<file path="src/rtl/rsa_key_streamer.sv">
// -----------------------------------------------------------------------------
// rsa_key_streamer
//
// Transmit side of the RSA key-bundle stream. On start_i the block reads WORDS
// consecutive 32-bit words (exp_enc, mod_enc, wrapped AES key) from a
// synchronous word memory, starting at base_addr_i and wrapping modulo
// 2**ADDR_W. It forwards them in address order over a 32-bit valid/ready link
// to the RSA decryptor. A 2-entry output FIFO decouples memory latency from
// receiver back-pressure, so the link carries one word per cycle when
// tx_ready_i is held high.
//
// Ports
//   clk, rst       clock; synchronous active-high reset
//   start_i        begin a transfer (honoured only in IDLE, ignored with abort_i)
//   base_addr_i    word address of bundle word 0, sampled with start_i
//   abort_i        cancel the current transfer; highest priority after rst
//   mem_rd_o       memory read strobe
//   mem_addr_o     memory read address, valid while mem_rd_o=1
//   mem_data_i     read data, valid exactly one cycle after mem_rd_o
//   tx_data_o      stream data (FIFO head)
//   tx_valid_o     stream valid (FIFO not empty)
//   tx_ready_i     stream ready; a beat is tx_valid_o & tx_ready_i
//   busy_o         high while fetching or draining
//   done_o         one-cycle pulse in the cycle after the final beat
//   checksum_o     XOR of all beats of the current or most recent transfer
// -----------------------------------------------------------------------------

// Property checker for the streamer's internal invariants. It has no outputs
// and adds no logic to the datapath.
module rsa_key_streamer_chk (
  input logic        clk,
  input logic        rst,
  input logic [1:0]  occ_i,
  input logic        inflight_i,
  input logic        fetch_i,
  input logic        mem_rd_i,
  input logic        abort_i,
  input logic        tx_valid_i,
  input logic        tx_ready_i,
  input logic [31:0] tx_data_i,
  input logic        busy_i,
  input logic        done_i
);

  // FIFO entries plus the outstanding read never exceed the FIFO depth.
  a_owed_le_depth: assert property (@(posedge clk) disable iff (rst)
    ({1'b0, occ_i} + {2'b00, inflight_i}) <= 3'd2);

  // A presented word is held, unchanged, until it is accepted.
  a_tx_hold: assert property (@(posedge clk) disable iff (rst)
    (tx_valid_i && !tx_ready_i && !abort_i) |=> (tx_valid_i && $stable(tx_data_i)));

  // Reads are only issued while fetching.
  a_rd_in_fetch: assert property (@(posedge clk) disable iff (rst)
    mem_rd_i |-> fetch_i);

  // The completion pulse arrives after the block has returned to IDLE.
  a_done_idle: assert property (@(posedge clk) disable iff (rst)
    done_i |-> !busy_i);

endmodule

module rsa_key_streamer #(
  parameter int ADDR_W = 12,
  parameter int WORDS  = 268
) (
  input  logic              clk,
  input  logic              rst,
  input  logic              start_i,
  input  logic [ADDR_W-1:0] base_addr_i,
  input  logic              abort_i,
  output logic              mem_rd_o,
  output logic [ADDR_W-1:0] mem_addr_o,
  input  logic [31:0]       mem_data_i,
  output logic [31:0]       tx_data_o,
  output logic              tx_valid_o,
  input  logic              tx_ready_i,
  output logic              busy_o,
  output logic              done_o,
  output logic [31:0]       checksum_o
);

  localparam int               CNT_W    = $clog2(WORDS + 1);
  localparam logic [CNT_W-1:0] LAST_IDX = CNT_W'(WORDS - 1);

  typedef enum logic [1:0] {
    S_IDLE  = 2'd0,
    S_FETCH = 2'd1,
    S_DRAIN = 2'd2
  } state_e;

  state_e            state_q, state_d;
  logic [ADDR_W-1:0] addr_q, addr_d;          // next read address
  logic [CNT_W-1:0]  rd_cnt_q, rd_cnt_d;      // reads issued this transfer
  logic [CNT_W-1:0]  beat_cnt_q, beat_cnt_d;  // beats accepted this transfer
  logic              inflight_q, inflight_d;  // a read returns data this cycle
  logic [31:0]       ent0_q, ent0_d;          // FIFO entry 0
  logic [31:0]       ent1_q, ent1_d;          // FIFO entry 1
  logic              wr_ptr_q, wr_ptr_d;
  logic              rd_ptr_q, rd_ptr_d;
  logic [1:0]        occ_q, occ_d;            // FIFO occupancy 0..2
  logic [31:0]       checksum_q, checksum_d;
  logic              done_q, done_d;

  logic              beat_s;
  logic              push_s;
  logic              rd_s;
  logic              last_beat_s;
  logic              start_ok_s;
  logic [2:0]        owed_s;
  logic [2:0]        limit_s;
  logic [31:0]       head_s;

  // Stream handshake and read-issue decisions.
  always_comb begin
    head_s      = rd_ptr_q ? ent1_q : ent0_q;
    beat_s      = (occ_q != 2'd0) && tx_ready_i;
    // Data from last cycle's read lands in the FIFO at the end of this cycle.
    push_s      = inflight_q;
    // Words already owed to the FIFO: stored ones plus the one on its way.
    owed_s      = {1'b0, occ_q} + {2'b00, inflight_q};
    // A beat this cycle frees a slot, so one more read is allowed.
    limit_s     = 3'd2 + {2'b00, beat_s};
    rd_s        = (state_q == S_FETCH) && (owed_s < limit_s);
    last_beat_s = beat_s && (beat_cnt_q == LAST_IDX);
    start_ok_s  = (state_q == S_IDLE) && start_i && !abort_i;
  end

  // Next-state logic for the controller, FIFO, counters and checksum.
  always_comb begin
    state_d    = state_q;
    addr_d     = addr_q;
    rd_cnt_d   = rd_cnt_q;
    beat_cnt_d = beat_cnt_q;
    inflight_d = 1'b0;
    ent0_d     = ent0_q;
    ent1_d     = ent1_q;
    wr_ptr_d   = wr_ptr_q;
    rd_ptr_d   = rd_ptr_q;
    occ_d      = occ_q;
    checksum_d = checksum_q;
    done_d     = 1'b0;

    if (abort_i) begin
      // Flush everything; the read returning next cycle is dropped because
      // inflight is cleared. Checksum keeps its partial value.
      state_d    = S_IDLE;
      wr_ptr_d   = 1'b0;
      rd_ptr_d   = 1'b0;
      occ_d      = 2'd0;
      inflight_d = 1'b0;
    end else begin
      // Read address generation; wraps silently at 2**ADDR_W.
      if (rd_s) begin
        addr_d   = addr_q + ADDR_W'(1);
        rd_cnt_d = rd_cnt_q + CNT_W'(1);
      end else begin
        addr_d   = addr_q;
        rd_cnt_d = rd_cnt_q;
      end
      inflight_d = rd_s;

      if (push_s) begin
        if (wr_ptr_q) begin
          ent1_d = mem_data_i;
        end else begin
          ent0_d = mem_data_i;
        end
        wr_ptr_d = ~wr_ptr_q;
      end else begin
        wr_ptr_d = wr_ptr_q;
      end

      if (beat_s) begin
        rd_ptr_d   = ~rd_ptr_q;
        checksum_d = checksum_q ^ head_s;
        beat_cnt_d = beat_cnt_q + CNT_W'(1);
      end else begin
        rd_ptr_d   = rd_ptr_q;
        checksum_d = checksum_q;
        beat_cnt_d = beat_cnt_q;
      end

      occ_d  = occ_q + {1'b0, push_s} - {1'b0, beat_s};
      done_d = last_beat_s;

      case (state_q)
        S_IDLE: begin
          if (start_ok_s) begin
            state_d    = S_FETCH;
            addr_d     = base_addr_i;
            rd_cnt_d   = {CNT_W{1'b0}};
            beat_cnt_d = {CNT_W{1'b0}};
            checksum_d = 32'h0000_0000;
            wr_ptr_d   = 1'b0;
            rd_ptr_d   = 1'b0;
            occ_d      = 2'd0;
          end else begin
            state_d = S_IDLE;
          end
        end
        S_FETCH: begin
          // The read issued this cycle is the bundle's last one.
          if (rd_s && (rd_cnt_q == LAST_IDX)) begin
            state_d = S_DRAIN;
          end else begin
            state_d = S_FETCH;
          end
        end
        S_DRAIN: begin
          if (last_beat_s) begin
            state_d = S_IDLE;
          end else begin
            state_d = S_DRAIN;
          end
        end
        default: begin
          state_d = S_IDLE;
        end
      endcase
    end
  end

  // State and datapath registers with synchronous reset.
  always_ff @(posedge clk) begin
    if (rst) begin
      state_q    <= S_IDLE;
      addr_q     <= {ADDR_W{1'b0}};
      rd_cnt_q   <= {CNT_W{1'b0}};
      beat_cnt_q <= {CNT_W{1'b0}};
      inflight_q <= 1'b0;
      ent0_q     <= 32'h0000_0000;
      ent1_q     <= 32'h0000_0000;
      wr_ptr_q   <= 1'b0;
      rd_ptr_q   <= 1'b0;
      occ_q      <= 2'd0;
      checksum_q <= 32'h0000_0000;
      done_q     <= 1'b0;
    end else begin
      state_q    <= state_d;
      addr_q     <= addr_d;
      rd_cnt_q   <= rd_cnt_d;
      beat_cnt_q <= beat_cnt_d;
      inflight_q <= inflight_d;
      ent0_q     <= ent0_d;
      ent1_q     <= ent1_d;
      wr_ptr_q   <= wr_ptr_d;
      rd_ptr_q   <= rd_ptr_d;
      occ_q      <= occ_d;
      checksum_q <= checksum_d;
      done_q     <= done_d;
    end
  end

  assign mem_rd_o   = rd_s;
  assign mem_addr_o = addr_q;
  assign tx_data_o  = head_s;
  assign tx_valid_o = (occ_q != 2'd0);
  assign busy_o     = (state_q != S_IDLE);
  assign done_o     = done_q;
  assign checksum_o = checksum_q;

  rsa_key_streamer_chk u_chk (
    .clk        (clk),
    .rst        (rst),
    .occ_i      (occ_q),
    .inflight_i (inflight_q),
    .fetch_i    (state_q == S_FETCH),
    .mem_rd_i   (rd_s),
    .abort_i    (abort_i),
    .tx_valid_i (tx_valid_o),
    .tx_ready_i (tx_ready_i),
    .tx_data_i  (tx_data_o),
    .busy_i     (busy_o),
    .done_i     (done_o)
  );

endmodule

</file>
<file path="config.mk">
export PLATFORM = sky130hd
export DESIGN_NAME = rsa_key_streamer
export DESIGN_NICKNAME = d
export VERILOG_FILES = /design/src/rtl/rsa_key_streamer.sv
export SDC_FILE = /design/constraint.sdc
export NUM_CORES = 1
export LEC_CHECK = 0
export CAP_MARGIN = 10
export CORE_MARGIN = 2
export CORE_UTILIZATION = 54
export CTS_BUF_LIST = sky130_fd_sc_hd__clkbuf_4 sky130_fd_sc_hd__clkbuf_8 sky130_fd_sc_hd__clkbuf_16
export DETAILED_ROUTE_END_ITERATION = 7
export GPL_ROUTABILITY_DRIVEN = 0
export PLACE_DENSITY_LB_ADDON = 0.3
export SLEW_MARGIN = 0
export SYNTH_ARGS = -nofsm -noshare
export SYNTH_HDL_FRONTEND = slang
export SYNTH_SLANG_ARGS = --single-unit
</file>
<file path="constraint.sdc">
create_clock -name clk -period 5.72 [get_ports clk]
set_input_delay 1.144 -clock clk [delete_from_list [all_inputs] [get_ports clk]]
set_output_delay 1.144 -clock clk [all_outputs]
set_load 0.005 [all_outputs]
</file>
; Yosys cells after proc, flatten, opt, wreduce, memory -nomap -nowiden
; Cells that the tools add are included.
[totals]
ff_bits = 134
elab_cells = 66
[classes]
bitwise_logic = 4
order_cmp = 1
n_addsub = 7
eq_ne = 4
n_reduce_logical = 13
n_mux = 25
[op_table]
columns = op, n
row1 = $mux W32, 4
row2 = $mux W9, 6
row3 = $mux W12, 3
row4 = $xor A32 B32 Y32, 1
row5 = $add A9 B1 Y9 const B, 2
row6 = $eq A9 B9 Y1 const B, 2
row7 = $add A12 B1 Y12 const B, 1
row8 = $mux W2, 4
row9 = $mux W1, 7
row10 = $logic_and A1 B1 Y1, 6
row11 = $pmux W2 S3, 1
row12 = $reduce_and A3 Y1, 2
row13 = $reduce_bool A2 Y1, 2
row14 = $add A2 B1 Y3, 1
row15 = $add A2 B1 Y3 const A, 1
row16 = $lt A3 B3 Y1, 1
row17 = $not A1 Y1, 3
row18 = $add A2 B1 Y2, 1
row19 = $eq A2 B1 Y1 const B, 1
row20 = $eq A2 B2 Y1 const B, 1
row21 = $logic_not A2 Y1, 1
row22 = $reduce_or A2 Y1, 1
row23 = $sub A2 B1 Y2, 1
row24 = $logic_not A1 Y1, 1

; Depth between registers and ports, before layout
[depth]
word_depth = 8
ltp_mapped = 8
ltp_nobuf = 8

; Worst setup path before layout
; No wires, ideal clock.
[synth_path]
kind = input -> output
startpoint = input tx_ready_i
endpoint = output mem_rd_o
n_path_buf = 1
setup_slack_ps = 2681
arrival_time_ps = 1895
path_stages = 4
cell_sequence = o21ai_1 > o21a_1 > buf_2 > nor2_1
[synth_between]
elab_chain_len = 4
[synth_rtl]
columns = item, line_no
row1 = start: declaration, 77  ; input logic tx_ready_i,
row2 = $logic_and A1 B1 Y1, 117  ; beat_s = (occ_q != 2'd0) && tx_ready_i;
row3 = $add A2 B1 Y3, 123  ; limit_s = 3'd2 + {2'b00, beat_s};
row4 = $lt A3 B3 Y1, 124  ; rd_s = (state_q == S_FETCH) && (owed_s < limit_s);
row5 = $logic_and A1 B1 Y1, 124
row6 = end: declaration, 72  ; output logic mem_rd_o,
; Every way passes these cells.

; Worst setup path in the final report
; Ends and elaborated chain as after synthesis.

==> qor.yml <==
logic_synthesis:
  ys_seq_elements: 134
  syn_nets: 752
  synth_area_mm2: 0.00576
  synth.largest_area_cell: "dfxtp_1"
  ys_seq_area_share_pct: 46.5
  syn_inst: 696
  synthTopCellsByArea: "dfxtp_1 (47%), nand2_1 (11%), xor2_1 (6.7%)"
  synth_warnings: 0
  syn_avg_cell_area_um2: 8.28
  yosys.area.top_type_share_pct: 46.5
  synthDistinctLibCells: 45
critical_path:
  cp_max_fo: 14
  crit_required_ns: 4.58
  cp-start-kind: "primary input"
  critPathArrivalTime_ns: 3.03
  critical_path.startpoint: "tx_ready_i"
  end_kind: "primary output"
  crit_type: "primary input to primary output"
  r2r_start: "state_q[1]"
sta:
  period_needed_ns: 4.17
  finalHoldViolCount: 0
  setup_tns_ns: 0
  layout_setup_ws_ns: 1.55
  timing.final.crit_share_pct: 73.0
  fin_skew_ns: 0.00588
  rsz0062_at_grt: "false"
  slew_violations: 0
  worst_pin_slew_ns: 1.15
  worst_hold_slack_ns: 0.451
  setup_violations: 0
  max-slew-margin-rel_pct: 23.3
  fmax_mhz: 240
power:
  power_density_mw_per_mm2: 283
  switchingPower_w: 0.000488
  p_int_w: 0.00169
  peakVddDrop_uv: 193
  combinationalPowerShare_pct: 5.2
  p_leak_nw: 2.75
  p_sw_share_pct: 22.4
  pwr-share-clk_pct: 51.2
  p_seq_share_pct: 43.6
die:
  rows: 37
  fp.dieH_um: 107
  initial_core_util_pct: 55.8
  die_w_um: 107
  core_area_mm2: 0.0103
  io_pins: 129
  fp.dieArea_mm2: 0.0115
clock_tree:
  insertion_delay_ns: 0.53
  clk_pin_slew_ns: 0.06
  post-cts-setup-buffer-count: 0
  cts_hold_buf: 0
  numCtsBuffers: 17
  ctsResizeCount: 0
  tritoncts: "built"
  numClockSinks: 134
  clock_tree.buffer_depth: 2
  root_buffer: "clkbuf_8"
  htree_num_levels: 4
route:
  via_count: 5250
  drt_iter0_drc: 267
  antenna_left: 0
  via_per_inst: 5.50
  routed_wirelength_mm: 15.1
  firstDrtPassIters: 5
  drc: 0
  wl_per_cell_um: 15.8
finish:
  n_fill_cell: 740
  nets: 862
  fin_area_mm2: 0.00770
  final_util_pct: 74.6
  antennaDiodeCount: 0
  syn2layout_area_growth_pct: 33.6
  drive_gt1_share_pct: 10.0
grt:
  grt_pass1_vias: 5332
  grt_max_degree: 81
  grt_usage_pct: 27.0
  grt-ovfl-total: 0
  grt_pass1_wl_mm: 24.8
  grt_antenna_before_repair: 0
placement:
  dpl_cell_area_mm2: 0.00709
  pre_cts_ws_ns: 1.58
  port_buffers: 128
  dp_hpwl_mm: 9.68
outcome:
  outcome: "complete, no violations"
flow_run:
  cap_viol_max_count: 0
hold_path:
  holdCritStartpoint: "ent0_q[5]"
  holdCritPathClass: "flop to flop"
metal layers:
| metal | track usage, % | routed length [um] | part of all wire [%] | up-vias |
|---|---|---|---|---|
| li1 | - | - | - | 2543 |
| met1 | 30.8 | 6020 | 40 | 2496 |
| met2 | 47.6 | 7770 | 52 | 183 |
| met3 | 6.66 | 952 | 6.3 | 28 |
| met4 | 11.9 | 317 | 2.1 | 0 |
| met5 | 0 | 0 | 0 | - |
synth_stat cells, drive strengths merged:
master   instances
a211o            1
a21o             3
a21oi           75
a22oi            5
a31oi            6
a32oi            1
and2             1
and3             8
and4             2
and4b            1
buf              9
clkbuf          35
dfxtp          134
ha               7
inv              9
mux2            32
mux2i            3
nand2          177
nand2b           1
nand3           14
nand3b           2
nand4            7
nor2            61
nor2b            1
nor3             9
nor3b            3
nor4             7
nor4b            3
o21a             2
o21ai           10
o22ai            3
o2bb2ai          1
o41ai            1
or2              4
or3              3
or3b             1
or4              1
xnor2            9
xor2            44
cell families (layout without fill, tap and decap cells):
group                    Yosys count  count (layout)  synth area share (%)
AND/OR/NAND/NOR                  306             306                  23.2
flip-flops                       134             134                  46.5
AO/OA/AOI/OAI                    108             108                  10.3
XOR/XNOR                          53              53                  8.05
buffers and inverters             53             176                  3.63
multiplexers                      35              35                  6.77
adder cells (fa/ha/maj)            7               7                  1.52
layout by cell type, fill, tap and decap left out, drive strengths merged, types with 4 or more instances in the layout:
| cell type | synthesis | final |
|---|---|---|
| xor2 | 44 | 44 |
| or2 | 4 | 4 |
| nand2 | 177 | 177 |
| ha | 7 | 7 |
| dfxtp | 134 | 134 |
| nor4 | 7 | 7 |
| clkbuf | 35 | 19 |
| a21oi | 75 | 75 |
| and3 | 8 | 8 |
| clkinvlp | 0 | 4 |
| nand3 | 14 | 14 |
| inv | 9 | 14 |
| a31oi | 6 | 6 |
| nand4 | 7 | 7 |
| nor2 | 61 | 61 |
| a22oi | 5 | 5 |
| o21ai | 10 | 10 |
| clkdlybuf4s50 | 0 | 127 |
| nor3 | 9 | 9 |
| buf | 9 | 8 |
| xnor2 | 9 | 9 |
| mux2 | 32 | 32 |
worst paths after layout:
kind | endpoint | slack [ns] | cells past startpoint
worst min register to register | ent0_q[5] | 0.45 | 2
worst max-delay path | mem_rd_o | 1.55 | 5
worst max register to register | checksum_o[16] | 3.13 | 5
worst min-delay path | ent0_q[5] | 0.45 | 2
stage by stage:
stage	std cells	total power (W)
detailed placement	923	0.00108
floorplan	696	0.00102
CTS	955	0.00219
global route	955	0.00225
global placement	923	0.00108
finish	955	0.00218
worst max-delay path, stage by stage:
cell and delay (ns):
clkdlybuf4s50_1 0.45, o21ai_1 0.17, o21a_1 0.40, nor2_1 0.31, clkdlybuf4s50_1 0.55
cell type report:
type                            instances  area [um2]  area share [%]
Clock inverter                         13         169            2.19
Inverter                                9        33.8           0.439
Timing Repair Buffer                  135        1330            17.3
Multi-Input combinational cell        509        2870            37.3
Tap cell                              136         170            2.21
Clock buffer                           19         442            5.74
Sequential cell                       134        2680            34.8
state kept, by name, indices dropped and copies added, names as in the netlist:
name	flops
checksum_o	32
ent0_q	32
ent1_q	32
mem_addr_o	12
beat_cnt_q	9
rd_cnt_q	9
occ_q	2
state_q	2
done_o	1
inflight_q	1
rd_ptr_q	1
wr_ptr_q	1
power groups by stage:
stage          clock, W  combinational (W)  sequential, W
2_1_floorplan         0          0.0000487       0.000970
3_3_place_gp          0           0.000109       0.000971
3_5_place_dp          0           0.000112       0.000972
4_1_cts         0.00113           0.000113       0.000952
5_1_grt         0.00117           0.000122       0.000953
6_report        0.00112           0.000114       0.000952
No activity file was read; power rests on OpenSTA's default activity.
